### src/rtl/mx_rx_frame_buf.sv
// mx_rx_frame_buf: circular byte buffer for mx_rcvr frames; a frame is readable only after it ends cleanly.
// Ports: clk, reset (sync, active-high); cardet/write/data/error from mx_rcvr;
//        rrdy/rdata/rrd first-word-fall-through read port; frame_ok/frame_drop one-cycle pulses;
//        used = committed bytes not yet read.
// Optional: define MX_RX_STATS_EN to add saturating ok_cnt/drop_cnt frame counters.
module mx_rx_frame_buf #(
  parameter int DEPTH = 256,
  parameter int AW = $clog2(DEPTH)
) (
  input  logic          clk,
  input  logic          reset,
  input  logic          cardet,
  input  logic          write,
  input  logic [7:0]    data,
  input  logic          error,
  output logic          rrdy,
  output logic [7:0]    rdata,
  input  logic          rrd,
  output logic          frame_ok,
  output logic          frame_drop,
`ifdef MX_RX_STATS_EN
  output logic [15:0]   ok_cnt,
  output logic [15:0]   drop_cnt,
`endif
  output logic [AW:0]   used
);
  typedef enum logic [1:0] {IDLE, RECV, DROP} state_t;
  state_t r_state, w_state_nxt;
  logic [AW:0] r_wr_ptr, r_commit_ptr, r_rd_ptr, w_wr_nxt, w_commit_nxt;
  logic [7:0] r_mem [DEPTH];
  logic r_frame_ok, r_frame_drop, w_ok, w_drop, w_store, w_full, w_pop;
  // speculative occupancy includes the unread committed bytes, so a full buffer blocks the frame
  assign w_full = (r_wr_ptr - r_rd_ptr) == (AW+1)'(DEPTH);
  assign rrdy = r_rd_ptr != r_commit_ptr;
  assign rdata = r_mem[r_rd_ptr[AW-1:0]];
  assign used = r_commit_ptr - r_rd_ptr;
  assign w_pop = rrd && rrdy;
  assign frame_ok = r_frame_ok;
  assign frame_drop = r_frame_drop;
  always_comb begin
    w_state_nxt = r_state;
    w_wr_nxt = r_wr_ptr;
    w_commit_nxt = r_commit_ptr;
    w_store = 1'b0;
    w_ok = 1'b0;
    w_drop = 1'b0;
    case (r_state)
      IDLE: if (cardet) begin
        w_state_nxt = RECV;
        w_wr_nxt = r_commit_ptr;
      end
      RECV: if (error || (write && w_full)) begin
        w_state_nxt = DROP;
        w_wr_nxt = r_commit_ptr;
        w_drop = 1'b1;
      end else begin
        w_store = write;
        w_wr_nxt = write ? r_wr_ptr + (AW+1)'(1) : r_wr_ptr;
        // a byte written in the closing cycle still belongs to the frame
        if (!cardet) begin
          w_state_nxt = IDLE;
          w_ok = w_wr_nxt != r_commit_ptr;
          w_commit_nxt = w_wr_nxt;
        end
      end
      DROP: w_state_nxt = cardet ? DROP : IDLE;
      default: w_state_nxt = IDLE;
    endcase
  end
  always_ff @(posedge clk) begin
    if (reset) begin
      r_state <= IDLE;
      r_wr_ptr <= '0;
      r_commit_ptr <= '0;
      r_rd_ptr <= '0;
      r_frame_ok <= 1'b0;
      r_frame_drop <= 1'b0;
    end else begin
      r_state <= w_state_nxt;
      r_wr_ptr <= w_wr_nxt;
      r_commit_ptr <= w_commit_nxt;
      r_rd_ptr <= w_pop ? r_rd_ptr + (AW+1)'(1) : r_rd_ptr;
      r_frame_ok <= w_ok;
      r_frame_drop <= w_drop;
    end
  end
  always_ff @(posedge clk) begin
    if (w_store) r_mem[r_wr_ptr[AW-1:0]] <= data;
  end
`ifdef MX_RX_STATS_EN
  logic [15:0] r_ok_cnt, r_drop_cnt;
  always_ff @(posedge clk) begin
    if (reset) begin
      r_ok_cnt <= '0;
      r_drop_cnt <= '0;
    end else begin
      if (r_frame_ok && r_ok_cnt != 16'hFFFF) r_ok_cnt <= r_ok_cnt + 16'd1;
      if (r_frame_drop && r_drop_cnt != 16'hFFFF) r_drop_cnt <= r_drop_cnt + 16'd1;
    end
  end
  assign ok_cnt = r_ok_cnt;
  assign drop_cnt = r_drop_cnt;
`endif
endmodule

### config.mk
export PLATFORM = sky130hd
export DESIGN_NAME = mx_rx_frame_buf
export DESIGN_NICKNAME = d
export VERILOG_FILES = /design/src/rtl/mx_rx_frame_buf.sv
export SDC_FILE = /design/constraint.sdc
export NUM_CORES = 2
export LEC_CHECK = 0
export CAP_MARGIN = 40
export CORE_ASPECT_RATIO = 1.75
export CORE_MARGIN = 2
export CORE_UTILIZATION = 65
export CTS_BUF_LIST = sky130_fd_sc_hd__clkbuf_2
export DETAILED_ROUTE_END_ITERATION = 10
export PLACE_DENSITY_LB_ADDON = 0.3
export RECOVER_POWER = 50
export SKIP_CTS_REPAIR_TIMING = 1
export SYNTH_ARGS = -nofsm -noshare
export SYNTH_HDL_FRONTEND = slang
export SYNTH_SLANG_ARGS = --single-unit
### constraint.sdc
create_clock -name clk -period 5.2 [get_ports clk]
set_input_delay 1.04 -clock clk [delete_from_list [all_inputs] [get_ports clk]]
set_output_delay 1.04 -clock clk [all_outputs]
set_load 0.02 [all_outputs]
==> results_dict.tcl <==
set metrics [dict create \
    status "finished with violations" \
    violations "capacitance limit, slew limit, setup timing" \
    syn_inst 3868 \
    worstHoldEndpoint "r_wr_ptr[0]$_SDFFE_PP0P_" \
    worstPathMaxFanout 12 \
    timing.rr.start "r_wr_ptr[3]$_SDFFE_PP0P_" \
    clockRootBuffer "clkbuf_2" \
    wire_per_inst_um 31.8 \
    setup_viol 380 \
    die_area_mm2 0.129 \
    crit_arrival_ns 4.92 \
    timing.rr.end "r_mem[102][4]$_DFFE_PP_" \
    portBuffers 33 \
    core_mm2 0.125 \
    synth_ff_type "edfxtp_1" \
    cts_tree "done" \
    max_freq_ghz 0.168 \
    grt_overflow 0 \
    via_count 43400 \
    leakage_nw 28.7 \
    fin_skew_ns 0.208 \
    htree_num_levels 5 \
    synth_cell_types 64 \
    die_w_um 272 \
    cts_max_path_buffers 4 \
    antenna_found_initial 3 \
    fin_tns_setup_ns -67.14 \
    drt_first_pass_iters 6 \
    internal-power_mw 24.4 \
    drt_iter0_markers 5243 \
    drv_slew 1607 \
    cts_inserted_buffers 426 \
    rsz0062_at_grt "yes" \
    floorplan.initialDensity 0.653 \
    io_pins 34 \
    p_seq_frac 0.562 \
    grt_start_max_net_pins 182 \
    synth.avg_cell_area_um2 21.1 \
    cap_violations 17 \
    drive_gt1_frac 0.351 \
    crit_path_cell_trace "buf_12 -> buf_12 -> buf_16 -> buf_8 -> buf_4 -> clkbuf_16 -> mux4_2 -> mux2i_1 -> o22ai_1 -> nor3_4 -> a211oi_2 -> buf_4" \
    clkLatencyLatePin_ns 1.80 \
    final_cell_mix "edfxtp_1, clkbuf_2, mux4_2" \
    worst_setup_path_end_kind "output port" \
    drc_errors 0 \
    irDropWorstVdd_mv 0.314 \
    postRouteAntennaNets 0 \
    power_frac_comb 0.154 \
    ys_async_sr_fraction 0 \
    worst-slew-pin-transition_ns 5.66 \
    rrSetupSlack_ns 0.57 \
    design_area_mm2 0.0914 \
    min-delay-start "write" \
    p_switching_mw 8.50 \
    power_frac_clock 0.284 \
    slowest_delay_ns 0.54 \
    synth_edf_count 2048 \
    p_total_mw 32.9 \
    setup_ws_ns -0.758 \
    path_class "reg -> out" \
    min_path_type "in -> reg" \
    syn-num-nets 3904 \
    dpl_cell_area_mm2 0.0852 \
    cts.clk_slew.worst_paths_ns 0.12 \
    gp_congestion 0.884 \
    area_delta_synth_final_pct 11.9 \
    slowest_stage "mux4_2" \
    min_path_cells 4 \
    track_usage 0.301 \
    die_y_um 473 \
    reg2regPathDepth 9 \
    final_common_cell "edfxtp_1" \
    via_per_inst 6.76 \
    clock-sinks 2087 \
    cp-start-kind "flop" \
    first_global_vias 43200 \
    yosys_register_bits 2087 \
    grt_pass1_wl_mm 278 \
    netSwitchingFraction 0.258 \
    hpwlAfterDp_mm 121 \
    period_share 1.15 \
    drt-total-wl_mm 204 \
    powerDensity_mw_per_mm2 360 \
    ys_warn_count 0 \
    whs_ns 0.0610 \
    relSlewSlack -2.77 \
    post-route-min-period_ns 5.96 \
    hold_viol 0 \
    rows 172 \
    seq_area_frac_synth 0.762 \
    netlist_area_mm2 0.0817 \
    final_nets 4502 \
    required_ns 4.16 \
]
==> registers in the layout (all words and copies together), names as in the netlist, named ones only <==
name,count
frame_drop,1
r_wr_ptr,9
r_commit_ptr,9
r_mem,2048
r_state,2
frame_ok,1
r_rd_ptr,9
==> logic make-up after synthesis <==
kind of cell / synth area share
flip-flops: 0.762
multiplexers: 0.158
AND/OR/NAND/NOR: 0.0271
AO/OA/AOI/OAI: 0.0291
buffers and inverters: 0.0161
XOR/XNOR: 0.00375
adder cells (fa/ha/maj): 0.00346
==> critical path: cells and delay by family, from the launching register on <==
family / cells / cell delay, ns
buf+inv: 7 / 1.13
flops: 1 / 0.44
simple gates: 1 / 0.32
compound gates: 2 / 0.41
mux: 2 / 0.84
==> final cells by class <==
class	count	area [um2]
inverter	19	71.3
clock buffer	590	2950
antenna	2	5.00
multi-input combinational	1528	18900
tap	1653	2070
clock inverter	139	732
sequential	2087	62300
timing repair buffer	404	4390
fill	6869	33600
==> layer usage <==
| layer | global-route usage | vias up | wire length, um |
|---|---|---|---|
| met1 | 0.363 | 22100 | 65400 |
| met2 | 0.516 | 3061 | 106000 |
| li1 | - | 17600 | - |
| met5 | 0 | - | 15 |
| met4 | 0.160 | 2 | 13200 |
| met3 | 0.0614 | 617 | 19600 |
==> power by group through the flow <==
stage          clock network [mW]  logic, mW  registers [mW]
2_1_floorplan                   0       2.81            18.8
3_3_place_gp                    0       4.07            18.9
3_5_place_dp                    0       4.14            18.9
4_1_cts                      9.37       4.15            18.5
5_1_grt                      10.1       5.29            18.5
6_report                     9.34       5.09            18.5
==> worst max path at each step <==
stage,startpoint,depth (start not counted),endpoint
after floorplan,flop,10,rdata[0]
after global placement,flop,11,rdata[1]
after detailed placement,flop,11,rdata[1]
after CTS,flop,11,rdata[1]
after global routing,flop,11,rdata[5]
final,flop,12,rdata[5]
==> stage by stage <==
| stage | utilization | cells | setup WS [ns] |
|---|---|---|---|
| after floorplan | - | 3868 | 1.59 |
| after global placement | 0.679 | 5522 | 0.143 |
| final | 0.731 | 6422 | -0.758 |
| after detailed placement | 0.682 | 5545 | 0.133 |
| after CTS | 0.711 | 6274 | -1.80 |
| after global routing | 0.731 | 6421 | -0.844 |
==> Yosys cell counts, types with 3 or more instances <==
master    number  area, um2
o221ai_1      30        263
buf_1         10       37.5
clkbuf_1      93        349
nand2_1       56        210
a31oi_1        9       56.3
a21oi_1       90        450
o21ai_0       12       60.1
mux2i_1      105       1050
nor2b_1       12       75.1
a211o_1        5       43.8
nand3_2        9       90.1
a221oi_1      14        123
xor2_1        18        158
nor3_1        18       90.1
buf_6         12        135
or3_1          8       50.1
a311oi_1       4       35.0
ha_1          21        263
mux2_2         9        101
a211oi_1      28        210
a22oi_1       71        533
or2_2          4       25.0
edfxtp_1    2048      61500
buf_4         48        360
nor3b_1        3       22.5
mux4_2       522      11800
a22o_1        18        158
nand3_1       30        150
nand3b_1       4       30.0
o311ai_0       4       35.0
o211ai_1       8       60.1
xnor2_1       17        149
buf_2         72        360
a21o_1         5       37.5
o22ai_1       25        156
inv_1         18       67.6
and2_1         6       37.5
nor2_1       300       1130
dfxtp_1       39        781
nand2b_1       9       56.3
and3_1        12       75.1
nand4_1       16        100
nor4_1         3       18.8
Note: power is estimated with default switching activity, not from simulation.
